--- src/rtl/mul16_seq_ctrl.sv ---
// Unsigned 16x16->32 multiply sequenced as four byte-slice products on a shared external 8x8 unit.
// Define ZERO_SKIP_EN to send ops with a zero operand straight to the result without issuing.
module mul16_seq_ctrl #(
    parameter int MUL_LAT = 0
) (
    input  logic        clk,
    input  logic        rst,
    input  logic        in_valid,
    output logic        in_ready,
    input  logic [15:0] in_a,
    input  logic [15:0] in_b,
    output logic        mul_vld,
    output logic [7:0]  mul_a,
    output logic [7:0]  mul_b,
    input  logic [15:0] mul_p,
    output logic        out_valid,
    input  logic        out_ready,
    output logic [31:0] out_p
);

    typedef enum logic [1:0] {
        IDLE,
        ISSUE,
        DRAIN,
        DONE
    } state_t;

    state_t      state_q, state_d;
    logic [1:0]  pass_q, pass_d;
    logic [1:0]  drain_q, drain_d;
    logic [15:0] a_q, a_d;
    logic [15:0] b_q, b_d;
    logic [7:0]  mul_a_q, mul_a_d;
    logic [7:0]  mul_b_q, mul_b_d;
    logic [31:0] acc_q, acc_d;

    logic [4:0]  issueShift;
    logic        tagValid;
    logic [4:0]  tagShift;

    // Pass p uses a-slice p[1] and b-slice p[0], so the weight is 8*(p[1]+p[0]).
    assign issueShift = {pass_q[1] & pass_q[0], pass_q[1] ^ pass_q[0], 3'b000};

    generate
        if (MUL_LAT == 0) begin : g_no_pipe
            assign tagValid = mul_vld;
            assign tagShift = issueShift;
        end else begin : g_tag_pipe
            logic       tagVld_q [MUL_LAT];
            logic [4:0] tagSh_q  [MUL_LAT];

            // Tags travel in lockstep with the external multiplier pipeline.
            always_ff @(posedge clk) begin
                if (rst) begin
                    for (int i = 0; i < MUL_LAT; i++) begin
                        tagVld_q[i] <= 1'b0;
                        tagSh_q[i]  <= '0;
                    end
                end else begin
                    tagVld_q[0] <= mul_vld;
                    tagSh_q[0]  <= issueShift;
                    for (int i = 1; i < MUL_LAT; i++) begin
                        tagVld_q[i] <= tagVld_q[i-1];
                        tagSh_q[i]  <= tagSh_q[i-1];
                    end
                end
            end

            assign tagValid = tagVld_q[MUL_LAT-1];
            assign tagShift = tagSh_q[MUL_LAT-1];
        end
    endgenerate

    always_ff @(posedge clk) begin
        if (rst) begin
            state_q <= IDLE;
            pass_q  <= '0;
            drain_q <= '0;
            a_q     <= '0;
            b_q     <= '0;
            mul_a_q <= '0;
            mul_b_q <= '0;
            acc_q   <= '0;
        end else begin
            state_q <= state_d;
            pass_q  <= pass_d;
            drain_q <= drain_d;
            a_q     <= a_d;
            b_q     <= b_d;
            mul_a_q <= mul_a_d;
            mul_b_q <= mul_b_d;
            acc_q   <= acc_d;
        end
    end

    always_comb begin
        state_d = state_q;
        pass_d  = pass_q;
        drain_d = drain_q;
        a_d     = a_q;
        b_d     = b_q;
        mul_a_d = mul_a_q;
        mul_b_d = mul_b_q;
        acc_d   = acc_q;

        if (tagValid) begin
            acc_d = acc_q + ({16'b0, mul_p} << tagShift);
        end

        case (state_q)
            IDLE: begin
                if (in_valid) begin
                    a_d     = in_a;
                    b_d     = in_b;
                    acc_d   = '0;
                    pass_d  = '0;
                    mul_a_d = in_a[7:0];
                    mul_b_d = in_b[7:0];
`ifdef ZERO_SKIP_EN
                    state_d = (in_a == 16'd0 || in_b == 16'd0) ? DONE : ISSUE;
`else
                    state_d = ISSUE;
`endif
                end
            end
            ISSUE: begin
                pass_d = pass_q + 2'd1;
                if (pass_q == 2'd3) begin
                    if (MUL_LAT > 0) begin
                        state_d = DRAIN;
                        drain_d = 2'(MUL_LAT - 1);
                    end else begin
                        state_d = DONE;
                    end
                end else begin
                    // Slices are registered one cycle ahead of the pass that uses them.
                    mul_a_d = pass_d[1] ? a_q[15:8] : a_q[7:0];
                    mul_b_d = pass_d[0] ? b_q[15:8] : b_q[7:0];
                end
            end
            DRAIN: begin
                if (drain_q == 2'd0) begin
                    state_d = DONE;
                end else begin
                    drain_d = drain_q - 2'd1;
                end
            end
            DONE: begin
                if (out_ready) begin
                    state_d = IDLE;
                end
            end
            default: state_d = IDLE;
        endcase
    end

    assign in_ready  = (state_q == IDLE);
    assign mul_vld   = (state_q == ISSUE);
    assign out_valid = (state_q == DONE);
    assign mul_a     = mul_a_q;
    assign mul_b     = mul_b_q;
    assign out_p     = acc_q;

endmodule
--- config.mk ---
export PLATFORM = sky130hd
export DESIGN_NAME = mul16_seq_ctrl
export DESIGN_NICKNAME = d
export VERILOG_FILES = /design/src/rtl/mul16_seq_ctrl.sv
export SDC_FILE = /design/constraint.sdc
export NUM_CORES = 1
export LEC_CHECK = 0
export ABC_CLOCK_PERIOD_IN_PS = 5400
export BUFFER_PORTS_ARGS = -buffer_cell sky130_fd_sc_hd__buf_2
export CORE_UTILIZATION = 56
export DETAILED_ROUTE_END_ITERATION = 8
export HOLD_SLACK_MARGIN = 0.12
export PLACE_DENSITY_LB_ADDON = 0.1
export SYNTH_ARGS = -nofsm -noshare
export SYNTH_HDL_FRONTEND = slang
export SYNTH_SLANG_ARGS = --single-unit
--- constraint.sdc ---
create_clock -name clk -period 5.4 [get_ports clk]
set_input_delay 0.27 -clock clk [delete_from_list [all_inputs] [get_ports clk]]
set_output_delay 0.27 -clock clk [all_outputs]
set_load 0.1 [all_outputs]
==> summary.txt, run 1 <==
outcome - complete, no violations
clk sinks - 86
Max stage delay on crit path - 0.73 ns
Final Worst Setup Slack - 0.966 ns
Slowest-stage cell, CP - dfxtp_1
post-CTS sizing - 0
critical path type - flop to flop
FMAX - 0.226 GHz
Final HPWL DP - 10700 um
die area - 10200 um2
Buffers on Ports - 102
Seq/Total Area, Yosys - 31.4%
Post-Syn Instances - 697
Period Utilization, post-route - 82.1%
Mapped Area - 5490 um2
Async SR Flop Fraction - 0%
synth warn - 0
Final Setup Violations - 0
Final #Nets - 869
Pwr Total - 3.18 mW
Skew-Pair Late Insertion Delay - 0.36 ns
drt drc - 0
Post-synth EDFFs - 0
grt ovf - 0
die height - 101 um
design area - 6270 um2
post-synthesis cell type count - 55
Worst Hold Class - input port to flop
initial antenna violation count - 0
placed cell area - 6050 um2
Top cell by count, worst path - o21ai_0
gpl congestion - 0.989
Slew Limit Fails - 0
Yosys top cell by area - dfxtp_1
routed wire length - 14600 um
Die W - 101 um
H-tree depth - 3
CP bufs+invs - 0
first-pass detailed-route iteration total - 7
WP data required - 5.65 ns
max-cap viol count - 0
antenna-violating nets left - 0
postcts setup bufs - 0
CTS Hold Buffers Added - 0
row cnt - 35
vias in the first global route - 4974
crit-path leading delay family - compound AO/OA/AOI/OAI gates
Hold Vio Cnt, Final - 0
Top Ports - 103
Total Routing Usage GR - 29.5%
cts bufs inserted - 9
Worst Path Arrival - 4.69 ns
Worst Setup End Kind - flop
final antenna diode count - 0
critical path peak fanout - 19
pin count of the biggest net entering global routing - 58
crit path cell chain - ha_1 -> nor2_1 -> and2_1 -> ha_1 -> fa_1 -> a211oi_2 -> o21ai_0 -> a21bo_2 -> o21ai_0 -> a21oi_1 -> o21ai_0 -> a2111oi_0 -> nand3b_1
worst slew pin tran - 1.16 ns
WL per Instance - 16.1 um
Post-synth top flop - dfxtp_1
pre-CTS WS - 1.08 ns
Longest Clk Path Bufs - 2
peak supply drop - 0.424 mV
Static Leak - 2.83 nW
Synth Register Bits - 86
synth top area cells - dfxtp_1 (31%), ha_1 (9.1%), a21oi_1 (7.6%), mux2i_1 (7.5%), nand2_1 (6.0%)
Final min period - 4.43 ns
Pwr Density - 508 nW/um2
via density per instance - 5.95
syn_area_per_cell - 7.87 um2
CTS clk-pin slew, worst paths - 0.10 ns
DRT iter0 DRCs - 243
Synth top area share - 31.4%
layout cells sized above 1 - 17.1%
initial core utilization - 58.5%
synthesized net count - 790
CTS tree - yes
DR vias - 5408
setup TNS - 0 ns
startpoint type of the worst setup path - flop
RSZ-0062 raised after global routing - false
Worst Clk Skew - 0.0115 ns
CORE AREA - 9370 um2
hold slack final - 0.145 ns
global-route wire length before repair - 23800 um
CTS Root Cell - clkbuf_8
Area Growth Syn to Fin - 14.2%
relative slew slack - 22.7%
final timing paths:
kind                          startpoint  depth (start not counted)  slack, ns              endpoint
setup / recovery  pass_q[0]$_SDFFE_PP0P_                         13       0.97  out_p[28]$_SDFF_PP0_
hold / removal                  in_a[13]                          3       0.14  a_q[13]$_SDFFE_PP0P_
hold reg to reg      a_q[3]$_SDFFE_PP0P_                          2       0.46   a_q[3]$_SDFFE_PP0P_
setup reg to reg  pass_q[0]$_SDFFE_PP0P_                         13       0.97  out_p[28]$_SDFF_PP0_
state kept, by name, summed over array words and instances (netlist names):
| register | cells |
|---|---|
| drain_q | 2 |
| mul_b | 8 |
| mul_a | 8 |
| a_q | 16 |
| state_q | 2 |
| b_q | 16 |
| out_p | 32 |
| pass_q | 2 |
cell usage after synthesis (2+ instances only):
library cell	number
o21a_1	10
nor2_1	84
a21o_1	17
a211oi_1	23
buf_1	9
nor2b_1	10
mux2i_1	41
ha_1	40
xor2_1	3
nand2_1	87
a311oi_1	2
xnor2_1	14
a211oi_2	2
dfxtp_1	86
o21bai_1	8
a2111oi_0	6
or3_1	7
and3_1	10
a21oi_1	83
nand3b_1	3
a22o_1	9
nand2b_1	4
o2111ai_1	2
nor3_1	6
and4_1	2
o211ai_1	3
inv_1	14
nand3_1	21
clkbuf_1	29
o21ai_0	24
and2_1	14
metrics by stage:
stage	std cells	util, %
after detailed placement	894	64.6
after CTS	909	66.9
after global routing	909	66.9
after global placement	894	64.6
final	909	66.9
after floorplan	697	-
cells in the final DEF (no fill, tap or decap), types with 17 or more instances in the layout:
cell        n
buf_2     102
a21o_1     17
dfxtp_1    86
a211oi_1   23
mux2i_1    41
nand2_1    87
nand3_1    21
nor2_1     84
o21ai_0    24
a21oi_1    83
ha_1       39
cells by family (layout without fill, tap and decap cells):
group | Yosys count | after routing | share of synthesized area, %
AOI/OAI and AO/OA | 207 | 207 | 24.6
xor gates and xnor gates | 17 | 17 | 2.71
adders and majority gates | 41 | 41 | 9.49
buffers and inverters | 53 | 136 | 3.65
DFF | 86 | 86 | 31.4
muxes | 41 | 41 | 7.48
and+or+nand+nor | 252 | 252 | 20.7
metal layers:
layer | routed length [um] | global-route usage, %
met5 | 0 | 0
met4 | 392 | 10.6
met3 | 943 | 4.72
met2 | 6820 | 49.7
met1 | 6470 | 38.1
layout make-up:
type | count | area (um2)
Clock buffer | 9 | 124
Clock inverter | 6 | 92.6
Fill cell | 859 | 3110
Inverter | 14 | 52.6
Multi-Input combinational cell | 558 | 3570
Sequential cell | 86 | 1720
Tap cell | 129 | 161
Timing Repair Buffer | 107 | 548
where the power goes:
| part | internal, mW | switching [mW] | total [mW] |
|---|---|---|---|
| logic | 0.484 | 1.34 | 1.83 |
| registers | 0.758 | 0.0887 | 0.847 |
| clock network | 0.262 | 0.250 | 0.511 |
| total | 1.50 | 1.68 | 3.18 |
tightest hold or removal path, stage by stage:
cell and delay [ns]:
buf_2 0.10, nand2_1 0.05, a21oi_1 0.05
(Power assumes the default switching activity.)
==> run 2: changes to the inputs <==
Settings changed: ABC_CLOCK_PERIOD_IN_PS 5400 to 4600.
Clock period 5.4 ns to 4.6 ns, I/O delays scaled along.
==> run 2 against run 1 <==
Against the previous run:
- worst hold slack got worse by 0.013 ns
- first-iteration DRC count increased by 6.2%
- wire length increased by 3.4%
- largest cell class unchanged
==> summary.txt, run 2 (same netlist as run 1, synthesis figures left out) <==
crit-path leading delay family - compound AO/OA/AOI/OAI gates (unchanged)
Slew Limit Fails - 0 (unchanged)
vias in the first global route - 5141 (was 4974)
Final HPWL DP - 10800 um (was 10700 um)
die height - 101 um (unchanged)
Top Ports - 103 (unchanged)
CP bufs+invs - 0 (unchanged)
worst slew pin tran - 1.05 ns (was 1.16 ns)
Final #Nets - 901 (was 869)
post-CTS sizing - 0 (unchanged)
cts bufs inserted - 9 (unchanged)
Layout fillers - 825 (was 859)
Pwr Total - 3.71 mW (was 3.18 mW)
Period Utilization, post-route - 88.8% (was 82.1%)
clk sinks - 86 (unchanged)
met2 usage - 53.7% (was 49.7%)
FMAX - 0.245 GHz (was 0.226 GHz)
max-cap viol count - 0 (unchanged)
Pwr Density - 566 nW/um2 (was 508 nW/um2)
Skew-Pair Late Insertion Delay - 0.36 ns (about the same)
placed cells - 896 (was 894)
initial antenna violation count - 0 (unchanged)
hold slack final - 0.132 ns (was 0.145 ns)
Area Growth Syn to Fin - 19.6% (was 14.2%)
global-route wire length before repair - 24500 um (was 23800 um)
setup TNS - 0 ns (unchanged)
Worst Setup End Kind - flop (unchanged)
pre-CTS WS - 0.629 ns (was 1.08 ns)
CTS tree - yes (unchanged)
peak supply drop - 0.497 mV (was 0.424 mV)
Hold Vio Cnt, Final - 0 (unchanged)
initial core utilization - 58.5% (unchanged)
Top cell by count, worst path - o21ai_0 (unchanged)
outcome - complete, no violations (unchanged)
crit path cell chain - ha_1 -> nor2_1 -> and2_1 -> ha_1 -> fa_1 -> a211oi_2 -> o21ai_0 -> a21bo_2 -> o21ai_0 -> a21oi_1 -> o21ai_0 -> a2111oi_0 -> nand3b_1 (unchanged)
DRT iter0 DRCs - 258 (was 243)
routed wire length - 15100 um (was 14600 um)
Worst Hold Class - input port to flop (unchanged)
final antenna diode count - 0 (unchanged)
DR vias - 5446 (was 5408)
max reg flops - 32 (unchanged)
Final Setup Violations - 0 (unchanged)
Max stage delay on crit path - 0.61 ns (was 0.73 ns)
design area - 6560 um2 (was 6270 um2)
first-pass detailed-route iteration total - 5 (was 7)
Buffers on Ports - 102 (unchanged)
CTS clk-pin slew, worst paths - 0.09 ns (was 0.10 ns)
relative slew slack - 30.2% (was 22.7%)
layout cells sized above 1 - 16.6% (was 17.1%)
CTS Root Cell - clkbuf_8 (unchanged)
critical path type - flop to flop (unchanged)
Most Crowded Layer GR - met2 (unchanged)
Slowest-stage cell, CP - ha_1 (was dfxtp_1)
Worst Path Arrival - 4.33 ns (was 4.69 ns)
final core occ - 70.0% (was 66.9%)
gpl congestion - 0.951 (was 0.989)
critical path peak fanout - 12 (was 19)
Static Leak - 2.96 nW (was 2.83 nW)
M3 GR Usage - 5.96% (was 4.72%)
RSZ-0062 raised after global routing - false (unchanged)
placed cell area - 6060 um2 (was 6050 um2)
met1 Use GR - 37.5% (was 38.1%)
H-tree depth - 3 (unchanged)
Longest Clk Path Bufs - 2 (unchanged)
Die W - 101 um (unchanged)
via density per instance - 5.79 (was 5.95)
pin count of the biggest net entering global routing - 58 (unchanged)
Worst Clk Skew - 0.00945 ns (was 0.0115 ns)
grt ovf - 0 (unchanged)
WL per Instance - 16.1 um (about the same)
die area - 10200 um2 (unchanged)
Final Worst Setup Slack - 0.515 ns (was 0.966 ns)
most common cell after layout, fill and taps aside - buf_2 (unchanged)
final non-filler cell total - 941 (was 909)
startpoint type of the worst setup path - flop (unchanged)
WP data required - 4.85 ns (was 5.65 ns)
most frequent cells in the layout - buf_2 (102), nand2_1 (87), dfxtp_1 (86) (unchanged)
CORE AREA - 9370 um2 (unchanged)
antenna-violating nets left - 0 (unchanged)
drt drc - 0 (unchanged)
Final min period - 4.09 ns (was 4.43 ns)
Total Routing Usage GR - 30.7% (was 29.5%)
row cnt - 35 (unchanged)
run 2: cell count changes in the layout (fill, tap and decap cells not counted), sizes merged:
| cell | before | now |
|---|---|---|
| buf | 107 | 109 |
| dlygate4sd3 | 0 | 30 |
| inv | 16 | 15 |
| bufinv | 2 | 1 |
| clkinv | 0 | 2 |
run 2: final cells by class:
cell class                      instances  area [um2]  area share (%)
Multi-Input combinational cell        558        3570            54.4
Clock buffer                            9         124            1.89
Inverter                               14        52.6           0.801
Sequential cell                        86        1720            26.2
Clock inverter                          6        71.3            1.09
Tap cell                              129         161            2.46
Timing Repair Buffer                  139         863            13.2
run 2: path summary, 6_finish.rpt:
check	slack, ns	to	cells after the start	from
hold reg to reg	0.46	a_q[3]$_SDFFE_PP0P_	2	a_q[3]$_SDFFE_PP0P_
setup / recovery	0.51	out_p[28]$_SDFF_PP0_	13	pass_q[1]$_SDFFE_PP0P_
hold / removal	0.13	a_q[0]$_SDFFE_PP0P_	3	in_a[0]
setup reg to reg	0.51	out_p[28]$_SDFF_PP0_	13	pass_q[1]$_SDFFE_PP0P_
run 2: power breakdown:
group,internal (mW),switching [mW]
clock,0.252,0.291
sequential,0.891,0.0960
combinational,0.587,1.59
run 2: layer usage:
layer / up-vias / wire [um]
met4: 0 / 352
li1: 2705 / -
met5: - / 0
met3: 27 / 846
met2: 165 / 7520
met1: 2549 / 6410
run 2: worst reg2reg max path: stages (launching register included):
cell	delay, ns
dfxtp_1	0.34
ha_1	0.61
nor2_1	0.22
and2_1	0.22
ha_1	0.23
fa_1	0.45
a211oi_2	0.26
o21ai_0	0.21
a21bo_2	0.27
o21ai_0	0.39
a21oi_1	0.18
o21ai_0	0.25
a2111oi_0	0.14
nand3b_1	0.21
run 2: what timing repair did:
| item | CTS | global route |
|---|---|---|
| setup endpoints to repair | 0 | 0 |
| buffers inserted | 0 | 0 |
| hold endpoints to repair | 30 | 0 |
| hold buffers | 30 | 0 |
==> run 3: changes to the inputs <==
Settings changed: CORE_ASPECT_RATIO set to 1.2.
==> run 3 against run 2 <==
Against the previous run:
- first-iteration DRC count shrank 9.7%
- utilization shrank 3.5 points
- critical path depth is the same
- worst setup slack gained 0.15 ns
- count of clock-buffer cells in the layout grew 2
- non-clock buffer count shrank 29
- clock power grew 25%
- worst hold slack lost 0.014 ns
- cell count shrank 3.8%
- register-to-register slack gained 0.15 ns
- critical path type unchanged
- largest power group unchanged
- highest routed layer unchanged
==> summary.txt, run 3 (same netlist as run 1, synthesis figures left out) <==
most common cell after layout, fill and taps aside - buf_2 (unchanged)
Max stage delay on crit path - 0.64 ns (was 0.61 ns)
Hold Vio Cnt, Final - 0 (unchanged)
outcome - complete, no violations (unchanged)
R2R depth - 13 (unchanged)
CTS clk-pin slew, worst paths - 0.07 ns (was 0.09 ns)
Top Ports - 103 (unchanged)
Final min period - 3.93 ns (was 4.09 ns)
Skew-Pair Late Insertion Delay - 0.35 ns (was 0.36 ns)
CTS tree - yes (unchanged)
max reg flops - 32 (unchanged)
Internal - 1.84 mW (was 1.73 mW)
Worst Setup SP - pass_q[1]$_SDFFE_PP0P_ (unchanged)
gpl congestion - 0.927 (was 0.951)
CORE AREA - 9520 um2 (was 9370 um2)
Final Setup Violations - 0 (unchanged)
Flop pwr share - 25.7% (was 26.6%)
grt ovf - 0 (unchanged)
first-pass detailed-route iteration total - 5 (unchanged)
layout cells sized above 1 - 17.0% (was 16.6%)
setup TNS - 0 ns (unchanged)
final antenna diode count - 0 (unchanged)
reg2reg end - out_p[28]$_SDFF_PP0_ (unchanged)
via density per instance - 5.98 (was 5.79)
hold-critical path endpoint - a_q[13]$_SDFFE_PP0P_ (was a_q[0]$_SDFFE_PP0P_)
CTS Root Cell - clkbuf_16 (was clkbuf_8)
Slowest-stage cell, CP - ha_1 (unchanged)
max-cap viol count - 0 (unchanged)
Sw Ratio - 52.0% (was 53.4%)
Final HPWL DP - 11300 um (was 10800 um)
Pwr Total - 3.84 mW (was 3.71 mW)
Worst Path Arrival - 4.17 ns (was 4.33 ns)
hold wc startpoint - in_a[13] (was in_a[0])
placed cells - 890 (was 896)
pin count of the biggest net entering global routing - 58 (unchanged)
Comb pwr share - 56.6% (was 58.8%)
worst slew pin tran - 1.01 ns (was 1.05 ns)
clock network power share - 17.6% (was 14.6%)
crit path cell chain - ha_1 -> nor2_1 -> and2_1 -> ha_1 -> fa_1 -> a211oi_2 -> o21ai_0 -> a21bo_2 -> o21ai_0 -> a21oi_1 -> o21ai_0 -> a2111oi_0 -> nand3b_1 (unchanged)
peak supply drop - 0.549 mV (was 0.497 mV)
Buffers on Ports - 102 (unchanged)
DR vias - 5416 (was 5446)
Longest Clk Path Bufs - 2 (unchanged)
WL per Instance - 17.1 um (was 16.1 um)
initial antenna violation count - 0 (unchanged)
clk sinks - 86 (unchanged)
Static Leak - 2.87 nW (was 2.96 nW)
startpoint type of the worst setup path - flop (unchanged)
Worst Hold Class - input port to flop (unchanged)
antenna-violating nets left - 0 (unchanged)
Slew Limit Fails - 0 (unchanged)
most frequent cells in the layout - buf_2 (102), nand2_1 (87), dfxtp_1 (86) (unchanged)
Period Utilization, post-route - 85.5% (was 88.8%)
reg-to-reg slack, setup - 0.67 ns (was 0.51 ns)
Top cell by count, worst path - o21ai_0 (unchanged)
Final #Nets - 872 (was 901)
RSZ-0062 raised after global routing - false (unchanged)
WP data required - 4.84 ns (was 4.85 ns)
global-route wire length before repair - 25700 um (was 24500 um)
Total Routing Usage GR - 31.4% (was 30.7%)
P_sw - 2.00 mW (was 1.98 mW)
critical path type - flop to flop (unchanged)
post-CTS sizing - 0 (unchanged)
H-tree depth - 3 (unchanged)
Die W - 92.3 um (was 101 um)
drt drc - 0 (unchanged)
startpoint of the worst-slack reg-to-reg timing path - pass_q[1]$_SDFFE_PP0P_ (unchanged)
Worst Clk Skew - 0.00883 ns (was 0.00945 ns)
critical path peak fanout - 12 (unchanged)
DRT iter0 DRCs - 233 (was 258)
die height - 110 um (was 101 um)
routed wire length - 15500 um (was 15100 um)
vias in the first global route - 5370 (was 5141)
relative slew slack - 32.3% (was 30.2%)
Area Growth Syn to Fin - 15.4% (was 19.6%)
Hold Path Depth - 3 (unchanged)
cts bufs inserted - 9 (unchanged)
die area - 10200 um2 (about the same)
final non-filler cell total - 905 (was 941)
row cnt - 39 (was 35)
FMAX - 0.254 GHz (was 0.245 GHz)
initial core utilization - 57.6% (was 58.5%)
Worst Setup End Kind - flop (unchanged)
Pwr Density - 606 nW/um2 (was 566 nW/um2)
run 3: per-stage QoR:
stage                     area, um2  setup WS [ns]  hold WS [ns]  util (%)
after floorplan                5490          0.727         0.366         -
after global placement         6060          0.835         0.441      63.7
after detailed placement       6060          0.734         0.446      63.7
after CTS                      6330          0.695         0.120      66.5
after global routing           6330          0.325         0.129      66.5
final                          6330          0.666         0.118      66.5
run 3: worst max-delay path by stage:
stage	end	slack, ns	depth (start not counted)
finish	out_p[28]$_SDFF_PP0_	0.67	13
global route	out_p[28]$_SDFF_PP0_	0.32	13
global placement	out_p[22]$_SDFF_PP0_	0.84	12
floorplan	out_p[22]$_SDFF_PP0_	0.73	14
detailed placement	out_p[28]$_SDFF_PP0_	0.73	13
CTS	out_p[28]$_SDFF_PP0_	0.69	13
run 3: what timing repair did:
action                                 in CTS  in global routing
endpoints found under the hold margin       1                  0
buffers inserted                            0                  0
hold buffers                                1                  0
run 3: area by class of cell:
cell class,instances,area [um2]
multi-input combinational,558,3570
fill,865,3180
sequential,86,1720
timing repair buffer,110,573
clock buffer,11,243
tap,123,154
inverter,14,52.6
clock inverter,3,21.3
run 3: worst max-delay path: cells and delay by family (launching register included):
family | cells | cell delay, ns
adder cells (fa/ha/maj) | 3 | 1.32
AO/OA/AOI/OAI | 7 | 1.55
flip-flops | 1 | 0.33
AND/OR/NAND/NOR | 3 | 0.64
run 3: layer usage:
metal  share of wire [%]  GRT usage [%]  vias to the layer above  wire length [um]
li1                    -              -                     2649                 -
met1                  41           36.5                     2539              6290
met2                  50           54.8                      192              7740
met3                 6.4           6.20                       36               997
met4                 3.1           14.4                        0               484
met5                   0              0                        -                 0
run 3: power groups by stage:
stage	Clock [mW]	Combinational, mW	Sequential, mW
after floorplan	0	1.11	1.65
after global placement	0	2.12	0.993
after detailed placement	0	2.15	1.00
after CTS	0.685	2.16	0.987
after global routing	0.715	2.33	1.00
final	0.677	2.17	0.987
